File: src/rtl/readin_pkg.sv
`default_nettype none
// ============================================================================
// Module      : readin_pkg
// Description : Shared types and constants for the readin FIFO-bank writer.
//               Writer state encoding, state_o field offsets, default sizes.
// Revision    : 1.0 - initial release
// ============================================================================
package readin_pkg;

    typedef enum logic [1:0] {
        IDLE  = 2'd0,
        FILL  = 2'd1,
        STALL = 2'd2
    } wr_state_t;

    // Bit positions inside state_o
    localparam int c_st_wr_lsb    = 0;
    localparam int c_st_rd_active = 2;
    localparam int c_st_err       = 3;

    // Default build sizes
    localparam int c_n_fifo_def = 5;
    localparam int c_dw_def     = 16;
    localparam int c_depth_def  = 16;

endpackage
`default_nettype wire

File: src/rtl/readin_fifo_fsm_if.sv
`default_nettype none
// ============================================================================
// Module      : readin_fifo_fsm_if
// Description : Input stream, bank status and pop/readout bundle of the
//               readin FIFO-bank writer. READIN_FLUSH_EN adds flush_i and
//               rd_last_o.
// Revision    : 1.0 - initial release
// ============================================================================
interface readin_fifo_fsm_if #(
    parameter int N_FIFO = 5,
    parameter int DW     = 16
);
    logic [DW-1:0]     s_data_i;
    logic              s_valid_i;
    logic              s_ready_o;
    logic [N_FIFO-1:0] fifo_full_o;
    logic [N_FIFO-1:0] fifo_ready_read_i;
    logic [DW-1:0]     rd_data_o;
    logic              rd_valid_o;
    logic [3:0]        state_o;
`ifdef READIN_FLUSH_EN
    logic              flush_i;
    logic              rd_last_o;

    modport slave (
        input  s_data_i, s_valid_i, fifo_ready_read_i, flush_i,
        output s_ready_o, fifo_full_o, rd_data_o, rd_valid_o, state_o, rd_last_o
    );
    modport master (
        output s_data_i, s_valid_i, fifo_ready_read_i, flush_i,
        input  s_ready_o, fifo_full_o, rd_data_o, rd_valid_o, state_o, rd_last_o
    );
`else
    modport slave (
        input  s_data_i, s_valid_i, fifo_ready_read_i,
        output s_ready_o, fifo_full_o, rd_data_o, rd_valid_o, state_o
    );
    modport master (
        output s_data_i, s_valid_i, fifo_ready_read_i,
        input  s_ready_o, fifo_full_o, rd_data_o, rd_valid_o, state_o
    );
`endif
endinterface
`default_nettype wire

File: src/rtl/readin_bank_ram.sv
`default_nettype none
// ============================================================================
// Module      : readin_bank_ram
// Description : Storage for all banks, addressed {bank, index}. One
//               synchronous write port, one registered read port that
//               holds its value when not read.
// Revision    : 1.0 - initial release
// ============================================================================
module readin_bank_ram #(
    parameter int DW    = 16,
    parameter int AW    = 7,
    parameter int WORDS = 80
) (
    input  logic          clk,
    input  logic          reset,
    input  logic          i_wr_en,
    input  logic [AW-1:0] i_wr_addr,
    input  logic [DW-1:0] i_wr_data,
    input  logic          i_rd_en,
    input  logic [AW-1:0] i_rd_addr,
    output logic [DW-1:0] o_rd_data
);
    logic [DW-1:0] r_mem [WORDS];
    logic [DW-1:0] r_rd_data;

    // Write port; contents are not reset, validity lives in the bank counters
    always_ff @(posedge clk) begin
        if (i_wr_en) begin
            r_mem[i_wr_addr] <= i_wr_data;
        end
    end

    // Read port; output register clears on reset and holds between reads
    always_ff @(posedge clk) begin
        if (reset) begin
            r_rd_data <= '0;
        end else if (i_rd_en) begin
            r_rd_data <= r_mem[i_rd_addr];
        end
    end

    assign o_rd_data = r_rd_data;

endmodule
`default_nettype wire

File: src/rtl/readin_fifo_fsm.sv
`default_nettype none
// ============================================================================
// Module      : readin_fifo_fsm
// Description : Fills N_FIFO banks round-robin from a valid/ready stream,
//               flags full banks and serves one-hot pops from the readout
//               FSM. Optional READIN_FLUSH_EN adds early bank close (flush_i)
//               and a last-word marker (rd_last_o).
// Revision    : 1.0 - initial release
// ============================================================================
module readin_fifo_fsm
    import readin_pkg::*;
#(
    parameter int N_FIFO = c_n_fifo_def,
    parameter int DW     = c_dw_def,
    parameter int DEPTH  = c_depth_def
) (
    input  logic             clk,
    input  logic             reset,
    readin_fifo_fsm_if.slave bus
);
    localparam int c_aw = $clog2(DEPTH);
    localparam int c_cw = c_aw + 1;
    localparam int c_bw = $clog2(N_FIFO);
    localparam logic [c_cw-1:0] c_depth_cnt = c_cw'(DEPTH);
    localparam logic [c_bw-1:0] c_last_bank = c_bw'(N_FIFO - 1);

    wr_state_t          r_wr_state, w_wr_state_nxt;
    logic [c_bw-1:0]    r_wr_sel, w_wr_sel_nxt, w_sel_inc;
    logic [c_cw-1:0]    r_wr_cnt, w_wr_cnt_nxt, w_cnt_inc;
    logic [N_FIFO-1:0]  r_full;
    logic [c_cw-1:0]    r_level  [N_FIFO];
    logic [c_cw-1:0]    r_rd_cnt [N_FIFO];
    logic               r_err, r_rd_valid;
    logic               w_accept, w_flush, w_close;
    logic [c_cw-1:0]    w_close_level;
    logic [N_FIFO-1:0]  w_req;
    logic               w_onehot, w_pop, w_bad, w_rd_last, w_rd_active;
    logic [c_bw-1:0]    w_rd_bank;
    logic [c_cw-1:0]    w_rd_idx;

    assign bus.s_ready_o = (r_wr_state != STALL);
    assign w_accept      = bus.s_valid_i & bus.s_ready_o;

`ifdef READIN_FLUSH_EN
    logic r_rd_last;
    assign w_flush       = bus.flush_i;
    assign bus.rd_last_o = r_rd_last;
`else
    assign w_flush = 1'b0;
`endif

    // Writer state register
    always_ff @(posedge clk) begin
        if (reset) begin
            r_wr_state <= IDLE;
            r_wr_sel   <= '0;
            r_wr_cnt   <= '0;
        end else begin
            r_wr_state <= w_wr_state_nxt;
            r_wr_sel   <= w_wr_sel_nxt;
            r_wr_cnt   <= w_wr_cnt_nxt;
        end
    end

    // Writer next state: a bank closes on its DEPTH-th word or on flush in FILL;
    // the next bank is judged against the pre-pop full flag, so a bank being
    // drained this very cycle still costs one STALL cycle.
    always_comb begin
        w_wr_state_nxt = r_wr_state;
        w_wr_sel_nxt   = r_wr_sel;
        w_wr_cnt_nxt   = r_wr_cnt;
        w_close        = 1'b0;
        w_cnt_inc      = r_wr_cnt + c_cw'(1);
        w_close_level  = w_accept ? w_cnt_inc : r_wr_cnt;
        w_sel_inc      = (r_wr_sel == c_last_bank) ? '0 : r_wr_sel + c_bw'(1);
        case (r_wr_state)
            IDLE: begin
                if (w_accept) begin
                    w_wr_state_nxt = FILL;
                    w_wr_cnt_nxt   = c_cw'(1);
                end
            end
            FILL: begin
                if (w_accept) begin
                    w_wr_cnt_nxt = w_cnt_inc;
                end
                if ((w_accept && (w_cnt_inc == c_depth_cnt)) || w_flush) begin
                    w_close        = 1'b1;
                    w_wr_cnt_nxt   = '0;
                    w_wr_sel_nxt   = w_sel_inc;
                    w_wr_state_nxt = r_full[w_sel_inc] ? STALL : IDLE;
                end
            end
            STALL: begin
                if (!r_full[r_wr_sel]) begin
                    w_wr_state_nxt = IDLE;
                end
            end
            default: w_wr_state_nxt = IDLE;
        endcase
    end

    // Pop request decode: valid only when one-hot and aimed at a full bank
    always_comb begin
        w_req     = bus.fifo_ready_read_i;
        w_onehot  = (w_req != '0) && ((w_req & (w_req - N_FIFO'(1))) == '0);
        w_rd_bank = '0;
        for (int k = 0; k < N_FIFO; k++) begin
            if (w_req[k]) begin
                w_rd_bank = c_bw'(k);
            end
        end
        w_pop     = w_onehot && r_full[w_rd_bank];
        w_bad     = (w_req != '0) && !w_pop;
        w_rd_idx  = r_rd_cnt[w_rd_bank];
        w_rd_last = ((w_rd_idx + c_cw'(1)) == r_level[w_rd_bank]);
    end

    // Per-bank full flag, frame length and drain position
    always_ff @(posedge clk) begin
        if (reset) begin
            r_full <= '0;
            for (int k = 0; k < N_FIFO; k++) begin
                r_level[k]  <= '0;
                r_rd_cnt[k] <= '0;
            end
        end else begin
            for (int k = 0; k < N_FIFO; k++) begin
                if (w_pop && (w_rd_bank == c_bw'(k))) begin
                    if (w_rd_last) begin
                        r_full[k]   <= 1'b0;
                        r_rd_cnt[k] <= '0;
                    end else begin
                        r_rd_cnt[k] <= r_rd_cnt[k] + c_cw'(1);
                    end
                end
                if (w_close && (r_wr_sel == c_bw'(k))) begin
                    r_full[k]  <= 1'b1;
                    r_level[k] <= w_close_level;
                end
            end
        end
    end

    // Read-side flags: valid strobe, sticky protocol error, last-word marker
    always_ff @(posedge clk) begin
        if (reset) begin
            r_rd_valid <= 1'b0;
            r_err      <= 1'b0;
`ifdef READIN_FLUSH_EN
            r_rd_last  <= 1'b0;
`endif
        end else begin
            r_rd_valid <= w_pop;
            if (w_bad) begin
                r_err <= 1'b1;
            end
`ifdef READIN_FLUSH_EN
            r_rd_last  <= w_pop & w_rd_last;
`endif
        end
    end

    // Status word assembly
    always_comb begin
        w_rd_active = 1'b0;
        for (int k = 0; k < N_FIFO; k++) begin
            if (r_rd_cnt[k] != '0) begin
                w_rd_active = 1'b1;
            end
        end
        bus.state_o                      = '0;
        bus.state_o[c_st_wr_lsb +: 2]    = r_wr_state;
        bus.state_o[c_st_rd_active]      = w_rd_active;
        bus.state_o[c_st_err]            = r_err;
    end

    assign bus.fifo_full_o = r_full;
    assign bus.rd_valid_o  = r_rd_valid;

    readin_bank_ram #(
        .DW    (DW),
        .AW    (c_bw + c_aw),
        .WORDS (N_FIFO * DEPTH)
    ) u_ram (
        .clk       (clk),
        .reset     (reset),
        .i_wr_en   (w_accept),
        .i_wr_addr ({r_wr_sel, r_wr_cnt[c_aw-1:0]}),
        .i_wr_data (bus.s_data_i),
        .i_rd_en   (w_pop),
        .i_rd_addr ({w_rd_bank, w_rd_idx[c_aw-1:0]}),
        .o_rd_data (bus.rd_data_o)
    );

endmodule
`default_nettype wire

File: src/flat_wrapper.sv
// flat-port wrapper written by rule: the top's interface ports become plain ports
module readin_fifo_fsm_flat import readin_pkg::*;
#(
    parameter int N_FIFO = c_n_fifo_def,
    parameter int DW     = c_dw_def,
    parameter int DEPTH  = c_depth_def
)
  (clk, reset, bus_s_data_i, bus_s_valid_i, bus_fifo_ready_read_i, bus_s_ready_o, bus_fifo_full_o, bus_rd_data_o, bus_rd_valid_o, bus_state_o);
  readin_fifo_fsm_if #(.N_FIFO(N_FIFO), .DW(DW)) bus_i ();
  input  logic clk;
  input  logic reset;
  input wire logic [$bits(bus_i.s_data_i)-1:0] bus_s_data_i;
  input wire logic [$bits(bus_i.s_valid_i)-1:0] bus_s_valid_i;
  input wire logic [$bits(bus_i.fifo_ready_read_i)-1:0] bus_fifo_ready_read_i;
  output wire logic [$bits(bus_i.s_ready_o)-1:0] bus_s_ready_o;
  output wire logic [$bits(bus_i.fifo_full_o)-1:0] bus_fifo_full_o;
  output wire logic [$bits(bus_i.rd_data_o)-1:0] bus_rd_data_o;
  output wire logic [$bits(bus_i.rd_valid_o)-1:0] bus_rd_valid_o;
  output wire logic [$bits(bus_i.state_o)-1:0] bus_state_o;
  assign bus_i.s_data_i = bus_s_data_i;
  assign bus_i.s_valid_i = bus_s_valid_i;
  assign bus_i.fifo_ready_read_i = bus_fifo_ready_read_i;
  assign bus_s_ready_o = bus_i.s_ready_o;
  assign bus_fifo_full_o = bus_i.fifo_full_o;
  assign bus_rd_data_o = bus_i.rd_data_o;
  assign bus_rd_valid_o = bus_i.rd_valid_o;
  assign bus_state_o = bus_i.state_o;
  readin_fifo_fsm #(.N_FIFO(N_FIFO), .DW(DW), .DEPTH(DEPTH)) u_core (.clk(clk), .reset(reset), .bus(bus_i));
endmodule
File: config.mk
export PLATFORM = sky130hd
export DESIGN_NAME = readin_fifo_fsm_flat
export DESIGN_NICKNAME = d
export VERILOG_FILES = /design/src/rtl/readin_pkg.sv /design/src/rtl/readin_fifo_fsm_if.sv /design/src/rtl/readin_bank_ram.sv /design/src/rtl/readin_fifo_fsm.sv /design/src/flat_wrapper.sv
export SDC_FILE = /design/constraint.sdc
export NUM_CORES = 2
export LEC_CHECK = 0
export BUFFER_PORTS_ARGS = -buffer_cell sky130_fd_sc_hd__buf_2
export CAP_MARGIN = 5
export CORE_ASPECT_RATIO = 0.5
export CORE_MARGIN = 2
export CORE_UTILIZATION = 30
export CTS_BUF_LIST = sky130_fd_sc_hd__clkbuf_16
export DETAILED_ROUTE_END_ITERATION = 16
export PLACE_DENSITY = 0.53
export RECOVER_POWER = 100
export SLEW_MARGIN = 20
export SYNTH_ARGS = -nofsm -noshare
export SYNTH_HDL_FRONTEND = slang
export SYNTH_SLANG_ARGS = --single-unit
File: constraint.sdc
create_clock -name clk -period 4.2 [get_ports clk]
set_clock_uncertainty 0.1 [all_clocks]
set_input_delay 0.63 -clock clk [delete_from_list [all_inputs] [get_ports clk]]
set_output_delay 0.63 -clock clk [all_outputs]
set_load 0.02 [all_outputs]
==> flow_results.org <==
** Synthesis
- In this run, synthesis produced a sequential element count of 1,363.
- Among all flip-flop cells after synthesis, the most frequent one is sky130_fd_sc_hd__edfxtp_1.
- Yosys top cell by area :: sky130_fd_sc_hd__edfxtp_1
- Ys async rst share :: 0
- Synthesis produced 4,152 cells.
- Synthesized area :: 55,300 um2
- Average cell area after synthesis :: 13.3 um2
- By area the synthesized netlist is led by sky130_fd_sc_hd__edfxtp_1 (72%), sky130_fd_sc_hd__nand2_1 (7.4%), sky130_fd_sc_hd__nand3_1 (3.2%), sky130_fd_sc_hd__mux2i_1 (2.0%), sky130_fd_sc_hd__a31oi_1 (1.2%).
- Area share of the largest cell type after synthesis :: 0.723
- Yosys Warn Count :: 0
- Of the synthesized area, sequential elements account for 0.735.
- Number of synthesized flops with an enable pin :: 1,330
- Distinct cell type count after synthesis :: 70

** Critical path
- The worst setup path is of the flop to flop kind.
- The worst setup path is launched from a flop.
- At the worst endpoint, the required time is 4770 ps.
- Data on the critical path arrives at its endpoint at 4800 ps.
- CP Max Fanout :: 21
- STA classifies the critical path endpoint as a flop.

** STA
- Tmin final :: 4230 ps
- Of the available clock period, the critical path in the final layout requires 1.01.
- Headroom to the max-slew limit came out at -1.07.
- Final hold analysis gives a worst-case slack of 141 ps.
- Slew @ Worst Pin :: 3100 ps
- Post-route worst setup slack :: -33.2 ps
- Setup repair after global routing left no endpoint under its margin.
- After routing, the total negative slack on setup checks comes to -53.3 ps.
- For this run, the top clock speed supported by timing is 0.236 GHz.
- Number of failing setup endpoints in the final timing report :: 2
- The number of pins exceeding their max-slew limit in the final report was 1,036.
- Number of hold-slack violations in the final timing report :: 0

** Layout
- Number of nets at the end of the flow :: 4,536
- In the final layout, the share of cells above drive strength 1 is 0.120.
- Total non-filler cell area in the finished layout :: 65,000 um2
- Most common library cell in the layout ignoring fill and taps :: sky130_fd_sc_hd__edfxtp_1
- Layout overhead on the synthesized area :: 17.6%
- Number of fill cells :: 17,600
- Commonest cells after routing, fill and taps aside :: sky130_fd_sc_hd__edfxtp_1 (1,330), sky130_fd_sc_hd__nand2_1 (1,089), sky130_fd_sc_hd__nand3_1 (351)

** CTS
- In this run the clock root is driven by a sky130_fd_sc_hd__clkbuf_16.
- TritonCTS built the clock tree.
- Number of levels the H-tree was split into :: 4
- Number of clock sinks seen by CTS :: 1,363
- Max Buffers Root-to-Sink :: 3
- Setup Fix Bufs, Post-CTS :: 0
- Number of buffers created by CTS :: 138
- CTS clk-pin slew, worst paths :: 60 ps
- Clock latency on the worst-skew pair, taken at its later pin, is 790 ps.

** Placed design
- At the placement stage, the worst setup path has a slack of -366 ps.
- Detailed Place HPWL :: 128 mm
- Routability Congestion :: 0.923
- Post-placement cell area :: 61,200 um2
- Port bufs :: 50

** GRT
- Overall Global Routing Usage :: 0.204
- The first global-routing pass estimated 273 mm of wire.
- The initial antenna violation count was 10.
- Pin count of the biggest net entering global routing :: 81
- Vias in the first global route :: 35,900
- Grt total ovfl :: 0

** Die
- Pin placement for this block handled 51 I/O pins.
- Area of the die :: 188,000 um2
- Row count :: 111
- The die is 611 um wide.
- The die is 308 um tall.
- For this configuration, the core starts out at a cell density of 0.302.
- The floorplan step defined a core boundary enclosing 183,000 um2.

** Job
- Max-cap violations in this run came to 31.

** Pwr
- Static leakage power :: 21.9 nW
- IR analysis of the VDD net gives a maximum drop of 0.403 mV.
- Post-layout total power :: 0.0298 W
- Dividing total power by cell area gives a power density of 459 nW/um2.

** Route
- Initial DRC count :: 5,074
- The pre-antenna-repair detailed-routing pass consisted of 11 iterations.
- In this run the remaining antenna-violating nets after routing total 0.
- After detailed routing, the number of remaining DRC violations is 0.
- Routed vias/inst :: 5.39
- For this block, the routed nets add up to 195 mm of wire.
- The routed layout has 37,900 vias.
- Average wire per standard cell :: 27.7 um

** Status
- Failing checks :: max-capacitance violations, max-slew violations, negative setup slack
- Outcome :: complete, but fails checks

** Worst hold path
- Min-Delay Path Class :: input pin to flop
-- synth_stat cells (4+ instances only) --
master / number
sky130_fd_sc_hd__a2111oi_0: 18
sky130_fd_sc_hd__a2111oi_2: 4
sky130_fd_sc_hd__a211oi_1: 75
sky130_fd_sc_hd__a21oi_1: 91
sky130_fd_sc_hd__a221oi_1: 9
sky130_fd_sc_hd__a22oi_1: 8
sky130_fd_sc_hd__a311oi_1: 44
sky130_fd_sc_hd__a31oi_1: 109
sky130_fd_sc_hd__a32o_1: 5
sky130_fd_sc_hd__a32oi_1: 37
sky130_fd_sc_hd__and2_1: 7
sky130_fd_sc_hd__and3_1: 80
sky130_fd_sc_hd__buf_1: 30
sky130_fd_sc_hd__buf_2: 126
sky130_fd_sc_hd__buf_4: 13
sky130_fd_sc_hd__buf_6: 6
sky130_fd_sc_hd__clkbuf_1: 81
sky130_fd_sc_hd__dfxtp_1: 33
sky130_fd_sc_hd__edfxtp_1: 1330
sky130_fd_sc_hd__ha_1: 18
sky130_fd_sc_hd__inv_1: 31
sky130_fd_sc_hd__mux2i_1: 110
sky130_fd_sc_hd__mux4_2: 12
sky130_fd_sc_hd__nand2_1: 1090
sky130_fd_sc_hd__nand2b_1: 6
sky130_fd_sc_hd__nand3_1: 351
sky130_fd_sc_hd__nand4_1: 36
sky130_fd_sc_hd__nor2_1: 165
sky130_fd_sc_hd__nor2b_1: 7
sky130_fd_sc_hd__nor3_1: 17
sky130_fd_sc_hd__nor4_1: 32
sky130_fd_sc_hd__nor4b_1: 7
sky130_fd_sc_hd__o211ai_1: 16
sky130_fd_sc_hd__o21ai_0: 29
sky130_fd_sc_hd__o221ai_1: 13
sky130_fd_sc_hd__o22ai_1: 12
sky130_fd_sc_hd__o31ai_1: 12
sky130_fd_sc_hd__xnor2_1: 12
sky130_fd_sc_hd__xor2_1: 12
-- cells by family (layout without fill, tap and decap cells) --
group | Yosys count | in the layout | share of synthesized area
simple gates | 1818 | 1818 | 0.142
flops | 1363 | 1363 | 0.735
compound gates | 512 | 512 | 0.0661
buf+inv | 291 | 738 | 0.0243
mux | 125 | 125 | 0.0254
xor+xnor | 24 | 24 | 0.00380
fa+ha+maj | 18 | 18 | 0.00407
other cells | 1 | 15 | 0.0000678
-- metal layers --
metal	track usage	routed length [um]	up-vias
met5	0	58	-
met4	0.0777	7290	10
met3	0.0462	20300	336
met2	0.318	87600	2011
met1	0.277	80000	19300
li1	-	-	16300
-- where the power goes --
group          switching, W  internal [W]
registers         0.0000449        0.0150
clock network       0.00525       0.00675
logic               0.00195      0.000828
total               0.00725        0.0226
-- cell type report --
| class | count | area [um2] | share of cell area |
|---|---|---|---|
| inverter | 35 | 144 | 0.00221 |
| multi-input combinational | 2507 | 13500 | 0.208 |
| timing repair buffer | 449 | 3310 | 0.0510 |
| tap | 2429 | 3040 | 0.0468 |
| clock inverter | 112 | 792 | 0.0122 |
| antenna | 5 | 12.5 | 0.000193 |
| sequential | 1363 | 40600 | 0.625 |
| clock buffer | 142 | 3550 | 0.0547 |
-- worst max-delay path, cell delays in order, from the launching register on --
cell and delay [ps]:
sky130_fd_sc_hd__edfxtp_1 530, sky130_fd_sc_hd__mux2_2 350, sky130_fd_sc_hd__nand2_2 190, sky130_fd_sc_hd__buf_4 260, sky130_fd_sc_hd__nand2_8 200, sky130_fd_sc_hd__nor2_4 200, sky130_fd_sc_hd__buf_4 330, sky130_fd_sc_hd__buf_4 270
sky130_fd_sc_hd__nand3_1 90, sky130_fd_sc_hd__nand4_1 220, sky130_fd_sc_hd__nand3_1 130, sky130_fd_sc_hd__buf_4 190, sky130_fd_sc_hd__nor4_1 740, sky130_fd_sc_hd__buf_4 230, sky130_fd_sc_hd__o31ai_1 60
-- flip-flops by register name, summed over array words and instances (netlist names) --
name                    count
u_core.bus.fifo_full_o      5
u_core.bus.rd_valid_o       1
u_core.r_err                1
u_core.r_level             25
u_core.r_rd_cnt            25
u_core.r_wr_cnt             5
u_core.r_wr_sel             3
u_core.r_wr_state           2
u_core.u_ram.o_rd_data     16
u_core.u_ram.r_mem       1280
-- timing repair --
| item | CTS | global route |
|---|---|---|
| resized for setup | 0 | 2 |
| endpoints found under the setup margin | 0 | 2 |
| hold buffers | 0 | 0 |
-- worst paths after layout --
path	startpoint	endpoint	slack, ps	cells after the start
worst min-delay path	bus_s_valid_i	u_core.r_wr_cnt[0]	140	3
worst max-delay path	u_core.r_rd_cnt[1][2]	u_core.u_ram.o_rd_data[12]	-30	14
worst max register to register	u_core.r_rd_cnt[1][2]	u_core.u_ram.o_rd_data[12]	-30	14
worst min register to register	u_core.r_err	u_core.r_err	420	2
-- metrics by stage --
step | util | instances
2_1_floorplan | - | 4161
3_3_place_gp | 0.334 | 6781
3_5_place_dp | 0.334 | 6782
4_1_cts | 0.358 | 7036
5_1_grt | 0.355 | 7037
6_report | 0.355 | 7042
Power figures use the tool's default switching activity.
